### src/rtl/matmul_loader_pkg.sv
// Shared constants and FSM encoding for the matrix-multiply BRAM loader.
// The loader and its interface import everything from here.
package matmul_loader_pkg;

  localparam int DWIDTH          = 16;
  localparam int AWIDTH          = 7;
  localparam int BB_MAT_MUL_SIZE = 8;
  localparam int TIMEOUT_CYCLES  = 255;

  localparam int RUN_CNT_W    = 8;
  localparam int FLUSH_CYCLES = 3;

  typedef enum logic [2:0] {
    ST_IDLE,
    ST_LOAD_A,
    ST_LOAD_B,
    ST_FLUSH,
    ST_RUN,
    ST_DONE
  } state_t;

  function automatic logic is_loading(state_t s);
    return (s == ST_LOAD_A) || (s == ST_LOAD_B);
  endfunction

endpackage

### src/rtl/matmul_loader_if.sv
// Row stream into the loader: one matrix row per accepted word.
interface matmul_loader_if
  import matmul_loader_pkg::*;
#(
  parameter int ROW_W = DWIDTH * BB_MAT_MUL_SIZE
) ();

  logic             in_valid;
  logic             in_ready;
  logic [ROW_W-1:0] in_data;

  modport master (
    output in_valid,
    output in_data,
    input  in_ready
  );

  modport slave (
    input  in_valid,
    input  in_data,
    output in_ready
  );

endinterface

### src/rtl/matmul_loader_wpipe.sv
// Two-stage delay line for BRAM write data and bank enables, matching the
// two address register stages inside the matrix_multiplication top.
module matmul_loader_wpipe #(
  parameter int ROW_W = 128
) (
  input  logic             clk,
  input  logic             rst,
  input  logic             in_we_a,
  input  logic             in_we_b,
  input  logic [ROW_W-1:0] in_data,
  output logic             out_we_a,
  output logic             out_we_b,
  output logic [ROW_W-1:0] out_data
);

  logic             s1_we_a_q, s1_we_a_d;
  logic             s1_we_b_q, s1_we_b_d;
  logic [ROW_W-1:0] s1_data_q, s1_data_d;
  logic             s2_we_a_q, s2_we_a_d;
  logic             s2_we_b_q, s2_we_b_d;
  logic [ROW_W-1:0] s2_data_q, s2_data_d;

  // Data only advances with a real write; bubbles keep the last row.
  always_comb begin
    s1_we_a_d = in_we_a;
    s1_we_b_d = in_we_b;
    s1_data_d = s1_data_q;
    if (in_we_a || in_we_b) begin
      s1_data_d = in_data;
    end

    s2_we_a_d = s1_we_a_q;
    s2_we_b_d = s1_we_b_q;
    s2_data_d = s2_data_q;
    if (s1_we_a_q || s1_we_b_q) begin
      s2_data_d = s1_data_q;
    end
  end

  // NOTE: non-blocking assignments so each stage samples pre-edge values.
  always_ff @(posedge clk or posedge rst) begin
    if (rst) begin
      s1_we_a_q <= 1'b0;
      s1_we_b_q <= 1'b0;
      s2_we_a_q <= 1'b0;
      s2_we_b_q <= 1'b0;
      // NOTE: data stages are reset as well, so data_pi reads 0 after reset.
      s1_data_q <= '0;
      s2_data_q <= '0;
    end else begin
      s1_we_a_q <= s1_we_a_d;
      s1_we_b_q <= s1_we_b_d;
      s1_data_q <= s1_data_d;
      s2_we_a_q <= s2_we_a_d;
      s2_we_b_q <= s2_we_b_d;
      s2_data_q <= s2_data_d;
    end
  end

  assign out_we_a = s2_we_a_q;
  assign out_we_b = s2_we_b_q;
  assign out_data = s2_data_q;

endmodule

### src/rtl/matmul_loader.sv
// Loads one A and one B building block into the matmul BRAMs, then runs the
// core until it reports done or the run timeout expires.
module matmul_loader #(
  parameter int DWIDTH          = matmul_loader_pkg::DWIDTH,
  parameter int AWIDTH          = matmul_loader_pkg::AWIDTH,
  parameter int BB_MAT_MUL_SIZE = matmul_loader_pkg::BB_MAT_MUL_SIZE,
  parameter int TIMEOUT_CYCLES  = matmul_loader_pkg::TIMEOUT_CYCLES
) (
  input  logic                              clk,
  input  logic                              reset_0,
  input  logic                              cfg_start,
  matmul_loader_if.slave                    in_if,
  output logic [AWIDTH-1:0]                 addr_pi,
  output logic [BB_MAT_MUL_SIZE*DWIDTH-1:0] data_pi,
  output logic                              we_a,
  output logic                              we_b,
  output logic                              enable_writing_to_mem,
  output logic                              start_mat_mul_0,
  input  logic                              done_mat_mul,
  output logic                              busy,
  output logic                              job_done,
  output logic                              timeout_err
);

  import matmul_loader_pkg::*;

  localparam int ROW_W = BB_MAT_MUL_SIZE * DWIDTH;
  localparam logic [AWIDTH-1:0]    LAST_WORD  = AWIDTH'(BB_MAT_MUL_SIZE - 1);
  localparam logic [RUN_CNT_W-1:0] RUN_LAST   = RUN_CNT_W'(TIMEOUT_CYCLES - 1);
  localparam logic [1:0]           FLUSH_LAST = 2'(FLUSH_CYCLES - 1);

  state_t               state_q, state_d;
  logic [AWIDTH-1:0]    word_cnt_q, word_cnt_d;
  logic [AWIDTH-1:0]    last_addr_q, last_addr_d;
  logic [RUN_CNT_W-1:0] run_cnt_q, run_cnt_d;
  logic [1:0]           flush_cnt_q, flush_cnt_d;
  logic                 timeout_err_q, timeout_err_d;

  logic accept;
  logic last_word;

  assign in_if.in_ready = is_loading(state_q);
  assign accept         = in_if.in_valid && in_if.in_ready;
  assign last_word      = (word_cnt_q == LAST_WORD);

  // Show the live counter on an accept, otherwise hold the last accepted address.
  assign addr_pi = accept ? word_cnt_q : last_addr_q;

  // NOTE: every variable gets a default first, so no branch can infer a latch.
  always_comb begin
    state_d       = state_q;
    word_cnt_d    = word_cnt_q;
    last_addr_d   = last_addr_q;
    run_cnt_d     = run_cnt_q;
    flush_cnt_d   = flush_cnt_q;
    timeout_err_d = timeout_err_q;

    if (accept) begin
      last_addr_d = word_cnt_q;
      word_cnt_d  = word_cnt_q + 1'b1;
    end

    unique case (state_q)
      ST_IDLE: begin
        if (cfg_start) begin
          state_d       = ST_LOAD_A;
          word_cnt_d    = '0;
          last_addr_d   = '0;
          timeout_err_d = 1'b0;
        end
      end
      ST_LOAD_A: begin
        if (accept && last_word) begin
          state_d    = ST_LOAD_B;
          word_cnt_d = '0;
        end
      end
      ST_LOAD_B: begin
        if (accept && last_word) begin
          state_d     = ST_FLUSH;
          word_cnt_d  = '0;
          flush_cnt_d = '0;
        end
      end
      ST_FLUSH: begin
        // Covers the two write pipeline stages plus the top's registered enable.
        if (flush_cnt_q == FLUSH_LAST) begin
          state_d   = ST_RUN;
          run_cnt_d = '0;
        end else begin
          flush_cnt_d = flush_cnt_q + 1'b1;
        end
      end
      ST_RUN: begin
        run_cnt_d = run_cnt_q + 1'b1;
        if (done_mat_mul) begin
          state_d = ST_DONE;
        end else if (run_cnt_q == RUN_LAST) begin
          state_d       = ST_DONE;
          timeout_err_d = 1'b1;
        end
      end
      ST_DONE: begin
        state_d = ST_IDLE;
      end
      default: begin
        state_d = ST_IDLE;
      end
    endcase
  end

  always_ff @(posedge clk or posedge reset_0) begin
    if (reset_0) begin
      state_q       <= ST_IDLE;
      word_cnt_q    <= '0;
      last_addr_q   <= '0;
      run_cnt_q     <= '0;
      flush_cnt_q   <= '0;
      timeout_err_q <= 1'b0;
    end else begin
      state_q       <= state_d;
      word_cnt_q    <= word_cnt_d;
      last_addr_q   <= last_addr_d;
      run_cnt_q     <= run_cnt_d;
      flush_cnt_q   <= flush_cnt_d;
      timeout_err_q <= timeout_err_d;
    end
  end

  matmul_loader_wpipe #(
    .ROW_W (ROW_W)
  ) u_wpipe (
    .clk      (clk),
    .rst      (reset_0),
    .in_we_a  (accept && (state_q == ST_LOAD_A)),
    .in_we_b  (accept && (state_q == ST_LOAD_B)),
    .in_data  (in_if.in_data),
    .out_we_a (we_a),
    .out_we_b (we_b),
    .out_data (data_pi)
  );

  assign enable_writing_to_mem = is_loading(state_q) || (state_q == ST_FLUSH);
  assign start_mat_mul_0       = (state_q == ST_RUN);
  assign busy                  = (state_q != ST_IDLE);
  assign job_done              = (state_q == ST_DONE);
  assign timeout_err           = timeout_err_q;

endmodule

### src/flat_wrapper.sv
// flat-port wrapper written by rule: the top's interface ports become plain ports
module matmul_loader_flat import matmul_loader_pkg::*;
#(
  parameter int DWIDTH          = matmul_loader_pkg::DWIDTH,
  parameter int AWIDTH          = matmul_loader_pkg::AWIDTH,
  parameter int BB_MAT_MUL_SIZE = matmul_loader_pkg::BB_MAT_MUL_SIZE,
  parameter int TIMEOUT_CYCLES  = matmul_loader_pkg::TIMEOUT_CYCLES
)
  (clk, reset_0, cfg_start, addr_pi, data_pi, we_a, we_b, enable_writing_to_mem, start_mat_mul_0, done_mat_mul, busy, job_done, timeout_err, in_if_in_valid, in_if_in_data, in_if_in_ready);
  matmul_loader_if #(.ROW_W((DWIDTH * BB_MAT_MUL_SIZE))) in_if_i ();
  input  logic clk;
  input  logic reset_0;
  input  logic cfg_start;
  output logic [AWIDTH-1:0] addr_pi;
  output logic [BB_MAT_MUL_SIZE*DWIDTH-1:0] data_pi;
  output logic we_a;
  output logic we_b;
  output logic enable_writing_to_mem;
  output logic start_mat_mul_0;
  input  logic done_mat_mul;
  output logic busy;
  output logic job_done;
  output logic timeout_err;
  input wire logic [$bits(in_if_i.in_valid)-1:0] in_if_in_valid;
  input wire logic [$bits(in_if_i.in_data)-1:0] in_if_in_data;
  output wire logic [$bits(in_if_i.in_ready)-1:0] in_if_in_ready;
  assign in_if_i.in_valid = in_if_in_valid;
  assign in_if_i.in_data = in_if_in_data;
  assign in_if_in_ready = in_if_i.in_ready;
  matmul_loader #(.DWIDTH(DWIDTH), .AWIDTH(AWIDTH), .BB_MAT_MUL_SIZE(BB_MAT_MUL_SIZE), .TIMEOUT_CYCLES(TIMEOUT_CYCLES)) u_core (.clk(clk), .reset_0(reset_0), .cfg_start(cfg_start), .in_if(in_if_i), .addr_pi(addr_pi), .data_pi(data_pi), .we_a(we_a), .we_b(we_b), .enable_writing_to_mem(enable_writing_to_mem), .start_mat_mul_0(start_mat_mul_0), .done_mat_mul(done_mat_mul), .busy(busy), .job_done(job_done), .timeout_err(timeout_err));
endmodule
### config.mk
export PLATFORM = sky130hd
export DESIGN_NAME = matmul_loader_flat
export DESIGN_NICKNAME = d
export VERILOG_FILES = /design/src/rtl/matmul_loader_pkg.sv /design/src/rtl/matmul_loader_if.sv /design/src/rtl/matmul_loader_wpipe.sv /design/src/rtl/matmul_loader.sv /design/src/flat_wrapper.sv
export SDC_FILE = /design/constraint.sdc
export NUM_CORES = 1
export LEC_CHECK = 0
export ABC_CLOCK_PERIOD_IN_PS = 22000
export BUFFER_PORTS_ARGS = -buffer_cell sky130_fd_sc_hd__buf_2
export CORE_MARGIN = 5
export CORE_UTILIZATION = 30
export DETAILED_ROUTE_END_ITERATION = 8
export PLACE_DENSITY = 0.52
export SLEW_MARGIN = 25
export SYNTH_ARGS = -nofsm -noshare
export SYNTH_HDL_FRONTEND = slang
export SYNTH_SLANG_ARGS = --single-unit
### constraint.sdc
create_clock -name clk -period 22 [get_ports clk]
set_input_delay 3.3 -clock clk [delete_from_list [all_inputs] [get_ports clk]]
set_output_delay 3.3 -clock clk [all_outputs]
set_load 0.05 [all_outputs]
==> results.py, run 1 <==
metrics = {
    "outcome": {
        "status": "finished, final reports clean",
    },
    "cells_and_area": {
        "drive_gt1_share_pct": 60.4,
        "antenna-diode-count": 0,
        "area_growth_pct": 25.7,
        "fin_nets": 1116,
        "final_common_cell": "dfrtp_1",
        "final_cell_mix": "dfrtp_1 (288), buf_2 (275), mux2_2 (263), clkbuf_16 (35), nor2_1 (12)",
    },
    "critical_path": {
        "end_kind": "output pin",
        "crit_arrival_ns": 4.47,
        "critPathMaxFanout": 10,
        "crit_type": "in -> out",
        "r2r_cells": 4,
        "crit_required_ns": 18.70,
        "worstSetupStartpointType": "primary input",
    },
    "synthesis": {
        "syn-cell-area_sq_um": 11100,
        "synth_cell_type_count": 46,
        "seq_area_frac_synth_pct": 64.7,
        "synth_nets": 832,
        "syn_area_per_cell_sq_um": 16.0,
        "netlist_instances": 695,
        "synth_edf_count": 0,
        "ys_warn_count": 0,
        "ys.flop_type": "dfrtp_1",
        "ys_async_sr_fraction_pct": 100,
        "synth_seq_cells": 288,
    },
    "grt": {
        "grt_max_degree": 129,
        "grt_pass1_wl_um": 40300,
        "track_usage_pct": 12.2,
        "grt_pass1_vias": 6951,
        "antenna_found_initial": 1,
        "overflow": 0,
    },
    "sta": {
        "fin_hold_ws_ns": 0.435,
        "tns_ns": 0,
        "tightest_slew_ns": 0.964,
        "finalHoldViolations": 0,
        "max_freq_ghz": 0.129,
        "rsz0062_at_grt": "no",
        "relSlewSlack_pct": 35.7,
        "fin_worst_skew_ns": 0.0153,
        "finalCritPeriodShare_pct": 35.3,
        "finalCriticalPeriod_ns": 7.77,
        "slew_viol_final": 0,
        "setup-violations-final": 0,
    },
    "clock_network": {
        "cts-root-buf": "clkbuf_16",
        "numClockSinks": 288,
        "insertion_delay_ns": 0.50,
        "h-tree-depth": 2,
        "cts_buffer_depth": 3,
        "cts_buffers": 34,
        "cts_tree": "yes",
        "postCtsSetupRepairBufs": 0,
        "path_clk_slew_ns": 0.06,
        "cts_resized": 0,
        "cts_hold_repair.buffers": 0,
    },
    "pwr": {
        "switchingPower_mw": 1.03,
        "total_power_mw": 2.48,
        "seq_power_share_pct": 36.1,
        "share_comb_of_total_power_pct": 42.4,
        "power_density_nw_per_um2": 177,
        "p_sw_share_pct": 41.3,
        "vdd_drop_max_mv": 0.108,
        "pwr-share-clk_pct": 21.4,
        "power.internal_mw": 1.46,
        "p_leak_nw": 6.41,
    },
    "routing": {
        "met1_length_um": 10800,
        "wl_um": 25300,
        "met2_length_um": 12700,
        "routed-wl-met3_um": 1320,
        "top_layer": "met5",
        "vias": 6504,
        "detail-route-antenna-nets": 0,
        "drt_iter0_markers": 138,
        "via_per_inst": 4.43,
        "first_pass_iters": 4,
        "drc": 0,
        "wl_per_cell_um": 17.3,
    },
    "hold_path": {
        "holdPathStages": 0,
        "min_path_type": "reg -> reg",
    },
    "die": {
        "row_count": 70,
        "chipWidth_um": 203,
        "coreArea_sq_um": 36600,
        "die_y_um": 203,
        "initial_core_util_pct": 30.4,
        "io_pins": 276,
        "die_area_sq_um": 41100,
    },
    "placed_design": {
        "gp_congestion": 0.728,
        "port_buffers": 275,
        "dp_hpwl_um": 16900,
    },
    "job": {
        "drv_cap": 0,
    },
}
## critical path, stage by stage
cell,delay [ns]
buf_2,0.12
nand2b_1,0.14
nor2_4,0.30
mux2_2,0.39
buf_2,0.21
## final timing paths
kind | start | end | slack [ns]
min in group asynchronous | reset_0 | u_core.u_wpipe.out_data[4] | 2.92
min | u_core.u_wpipe.s1_we_b_q | u_core.u_wpipe.out_we_b | 0.43
max reg2reg | u_core.state_q[0] | u_core.u_wpipe.s1_data_q[58] | 19.59
min reg2reg | u_core.u_wpipe.s1_we_b_q | u_core.u_wpipe.out_we_b | 0.43
max | in_if_in_valid | addr_pi[0] | 14.23
max in group asynchronous | reset_0 | u_core.u_wpipe.s1_data_q[62] | 17.36
## power by group through the flow
| stage | logic [mW] | registers, mW | clock network [mW] |
|---|---|---|---|
| after floorplan | 0.414 | 1.32 | 0 |
| after global placement | 1.06 | 0.901 | 0 |
| after detailed placement | 1.07 | 0.910 | 0 |
| after CTS | 1.07 | 0.902 | 0.556 |
| after global routing | 1.11 | 0.932 | 0.576 |
| final | 1.05 | 0.898 | 0.532 |
## metal layers
layer,vias to the layer above,GRT usage [%]
li1,3021,-
met1,3301,15.7
met2,145,20.5
met3,35,3.23
met4,2,3.23
met5,-,0
## Yosys cell counts, types with 2 or more instances
| master | n | area (sq um) |
|---|---|---|
| xnor2_1 | 5 | 43.8 |
| o22ai_1 | 2 | 12.5 |
| mux2_2 | 263 | 2960 |
| xor2_1 | 2 | 17.5 |
| nand3_1 | 4 | 20.0 |
| nand2_1 | 11 | 41.3 |
| nor2_1 | 13 | 48.8 |
| a21oi_1 | 2 | 10.0 |
| buf_6 | 16 | 180 |
| ha_1 | 4 | 50.1 |
| mux2i_1 | 2 | 20.0 |
| nand4b_1 | 2 | 17.5 |
| nor3b_1 | 2 | 15.0 |
| nand4_1 | 3 | 18.8 |
| nor3_1 | 4 | 20.0 |
| nand2b_1 | 3 | 18.8 |
| dfrtp_1 | 288 | 7210 |
| buf_2 | 16 | 80.1 |
| o21ai_0 | 8 | 40.0 |
| nor2b_1 | 7 | 43.8 |
| o211ai_1 | 3 | 22.5 |
| and3_1 | 3 | 18.8 |
| inv_1 | 9 | 33.8 |
## cell type report
type / instances / area, sq um
well taps: 468 / 586
inverters: 10 / 50.0
clock inverters: 5 / 28.8
fillers: 3561 / 22600
repair buffers: 282 / 1470
multi-input cells: 363 / 3630
flip-flops and latches: 288 / 7210
clock buffers: 51 / 1040
## kinds of logic (layout without fill, tap and decap cells)
| kind of cell | after synthesis | after routing | share of synthesized area, % |
|---|---|---|---|
| compound gates | 24 | 24 | 1.44 |
| xor+xnor | 8 | 8 | 0.797 |
| fa+ha+maj | 4 | 4 | 0.449 |
| buf+inv | 44 | 348 | 2.82 |
| flops | 288 | 288 | 64.7 |
| mux | 265 | 265 | 26.8 |
| simple gates | 62 | 62 | 3.04 |
## per-stage QoR
step / setup WS (ns) / utilization (%) / std cells / instance area, sq um
6_report: 14.23 / 38.3 / 1467 / 14000
5_1_grt: 14.16 / 38.3 / 1467 / 14000
4_1_cts: 14.22 / 38.2 / 1466 / 14000
3_5_place_dp: 14.22 / 35.3 / 1410 / 12900
3_3_place_gp: 14.27 / 35.3 / 1410 / 12900
2_1_floorplan: 10.75 / - / 695 / 11100
## sequential cells by signal (all words and copies together) (netlist names)
register / cells
u_core.state_q: 3
u_core.timeout_err: 1
u_core.u_wpipe.out_we_b: 1
u_core.u_wpipe.s1_we_b_q: 1
u_core.word_cnt_q: 7
u_core.last_addr_q: 7
u_core.u_wpipe.out_data: 128
u_core.u_wpipe.out_we_a: 1
u_core.u_wpipe.s1_we_a_q: 1
u_core.u_wpipe.s1_data_q: 128
u_core.flush_cnt_q: 2
u_core.run_cnt_q: 8
No activity file was read; power rests on OpenSTA's default activity.
==> run 2: changes to the inputs <==
Settings changed: ABC_AREA from default to 1, ABC_CLOCK_PERIOD_IN_PS 22000 to 7500.
Clock period 22 ns to 7.5 ns, I/O delays scaled along.
==> run 2 against run 1 <==
Final cell count grew 24%. Clock skew increased by 0.0028 ns. First-iteration DRC count up 130%. Die area is 0.19% lower. Critical path type is now reg -> out. Combinational power grew to 3.1 times the previous value. Largest cell class unchanged. Synthesized area fell by 0.20%. Critical endpoint is now addr_pi[2].
==> results.py, run 2 <==
metrics = {
    "critical_path": {
        "crit_arrival_ns": 3.57,
        "crit_start": "u_core.state_q[0]",
        "r2r-start": "u_core.state_q[0]",
        "crit_required_ns": 6.38,
        "slowest_stage": "inv_6",
        "crit_top_cell": "nand2_4",
        "crit_path_max_incr_delay_ns": 0.57,
        "worstSetupStartpointType": "flop",
        "end_kind": "output pin",
        "crit_type": "reg -> out",
        "critPathMaxFanout": 65,
        "path_cells": "inv_2 -> nand3_2 -> nand2_4 -> nand2_4 -> inv_6 -> buf_4 -> or2_0 -> o21ai_0 -> inv_1 -> buf_2",
    },
    "placed_design": {
        "gp_congestion": 0.763,
        "dp_hpwl_um": 18900,
        "port_buffers": 275,
    },
    "sta": {
        "slew_viol_final": 0,
        "finalHoldViolations": 0,
        "tightest_slew_ns": 1.01,
        "fin_worst_skew_ns": 0.0181,
        "setup-violations-final": 0,
        "finalCritPeriodShare_pct": 62.6,
        "finalCriticalPeriod_ns": 4.69,
        "max_freq_ghz": 0.213,
        "rsz0062_at_grt": "no",
        "tns_ns": 0,
        "relSlewSlack_pct": 32.8,
    },
    "job": {
        "drv_cap": 0,
    },
    "clock_network": {
        "path_clk_slew_ns": 0.06,
        "cts-root-buf": "clkbuf_16",
        "insertion_delay_ns": 0.51,
        "cts_buffer_depth": 3,
        "h-tree-depth": 2,
        "cts_buffers": 34,
        "postCtsSetupRepairBufs": 0,
        "cts_hold_repair.buffers": 0,
        "cts_resized": 0,
        "numClockSinks": 288,
        "cts_tree": "yes",
    },
    "hold_path": {
        "hp-start": "u_core.u_wpipe.s1_we_b_q",
        "min_path_type": "reg -> reg",
    },
    "cells_and_area": {
        "final_cell_mix": "nand2_1 (381), dfrtp_1 (288), buf_2 (275), mux2_2 (86), inv_1 (72)",
        "seq_area_sq_um": 7210,
        "final_common_cell": "nand2_1",
        "num-fill-cells": 3702,
        "fin_nets": 1467,
        "multi_input_area_sq_um": 3360,
        "area_growth_pct": 26.9,
        "final_util_pct": 38.5,
        "drive_gt1_share_pct": 32.2,
    },
    "grt": {
        "grt_max_degree": 150,
        "overflow": 0,
        "grt_pass1_wl_um": 45100,
        "antenna_found_initial": 1,
        "track_usage_pct": 13.6,
        "grt_pass1_vias": 7961,
    },
    "synthesis": {
        "synth_top_cell_area_share_pct": 64.8,
        "synth_fa_ha_area_share_pct": 0.450,
        "netlist_instances": 1058,
        "netlist_top_cells_count": "nand2_1 (381), dfrtp_1 (288), mux2_2 (86)",
        "syn_area_per_cell_sq_um": 10.5,
        "synth_seq_cells": 288,
        "synth_nets": 1195,
        "ys.flop_type": "dfrtp_1",
        "ys_warn_count": 0,
        "syn-cell-area_sq_um": 11100,
        "synth_simple_gate_area_share_pct": 15.5,
        "synth_top_family_by_area": "simple AND/OR/NAND/NOR gates",
        "seq_area_frac_synth_pct": 64.8,
        "synth-xor-area-share_pct": 0.394,
        "synth_cell_type_count": 31,
        "synth_edf_count": 0,
        "synthMuxAreaShare_pct": 8.71,
        "yosysTopAreaCell": "dfrtp_1",
        "ys_async_sr_fraction_pct": 100,
        "synth_area_leaders": "dfrtp_1 (65%), nand2_1 (13%), mux2_2 (8.7%)",
        "synth_most_common_cell": "nand2_1",
        "synth_compound_area_share_pct": 5.13,
    },
    "routing": {
        "drt_iter0_markers": 318,
        "detail-route-antenna-nets": 0,
        "first_pass_iters": 4,
        "via_per_inst": 4.36,
        "vias": 7964,
        "drc": 0,
        "wl_um": 28300,
        "wl_per_cell_um": 15.5,
    },
    "die": {
        "row_count": 70,
        "initial_core_util_pct": 30.4,
        "die_area_sq_um": 41000,
        "die_y_um": 203,
        "coreArea_sq_um": 36600,
        "io_pins": 276,
        "chipWidth_um": 203,
    },
    "pwr": {
        "power.internal_mw": 4.23,
        "p_leak_nw": 7.42,
        "vdd_drop_max_mv": 0.278,
        "seq_power_share_pct": 34.5,
        "pwr-share-clk_pct": 22.9,
        "p_sw_share_pct": 43.9,
        "switchingPower_mw": 3.31,
        "power_density_nw_per_um2": 534,
        "total_power_mw": 7.54,
        "share_comb_of_total_power_pct": 42.6,
    },
    "outcome": {
        "status": "finished, final reports clean",
    },
}
==> run 2: cell families (layout without fill, tap and decap cells) <==
kind of cell,Yosys count,count (layout)
simple gates,440,440
fa+ha+maj,4,4
other cells,0,1
flops,288,288
xor+xnor,5,5
mux,86,86
compound gates,111,111
buf+inv,124,422
==> run 2: path summary, 6_finish.rpt <==
| check | cells after the start | slack (ns) | to |
|---|---|---|---|
| setup / recovery | 10 | 2.81 | addr_pi[2] |
| hold / removal | 0 | 0.43 | u_core.u_wpipe.out_we_b |
| setup reg to reg | 11 | 4.33 | u_core.flush_cnt_q[1] |
| hold reg to reg | 0 | 0.43 | u_core.u_wpipe.out_we_b |
| max in group asynchronous | 4 | 5.28 | u_core.run_cnt_q[0] |
| min in group asynchronous | 3 | 0.80 | u_core.u_wpipe.out_data[33] |
==> run 2: area by class of cell <==
| cell class | instances | area share (%) |
|---|---|---|
| diodes | 1 | 0.0177 |
| clock buffers | 57 | 7.95 |
| clock inverters | 5 | 0.559 |
| inverters | 77 | 2.11 |
| multi-input cells | 646 | 23.8 |
| flip-flops and latches | 288 | 51.1 |
| well taps | 468 | 4.15 |
| repair buffers | 283 | 10.3 |
==> run 2: layer usage <==
| layer | wire length (um) | global-route usage (%) |
|---|---|---|
| met2 | 13900 | 22.4 |
| met5 | 0 | 0 |
| met1 | 12600 | 18.2 |
| met4 | 511 | 3.78 |
| met3 | 1310 | 2.99 |
==> run 2: through the flow <==
step           hold slack [ns]  area (sq um)  cells  setup WS, ns
6_report                 0.425         14100   1825          2.81
5_1_grt                  0.438         14100   1825          2.41
4_1_cts                  0.428         14100   1824          2.60
3_5_place_dp             0.418         12900   1762          2.73
3_3_place_gp             0.417         12900   1762          2.78
2_1_floorplan            0.372         11100   1058          2.56
==> run 2: power by group through the flow <==
| stage | Clock (mW) | Combinational [mW] | Sequential, mW |
|---|---|---|---|
| floorplan | 0 | 1.40 | 3.70 |
| global placement | 0 | 3.24 | 2.62 |
| detailed placement | 0 | 3.27 | 2.63 |
| CTS | 1.78 | 3.28 | 2.61 |
| global route | 1.85 | 3.49 | 2.69 |
| finish | 1.72 | 3.21 | 2.60 |
==> run 2: critical path, delay by kind of cell, from the launching register on <==
family | cells | cell delay (ns)
buffers and inverters | 5 | 1.59
AND/OR/NAND/NOR | 4 | 0.88
flip-flops | 1 | 0.45
AO/OA/AOI/OAI | 1 | 0.11
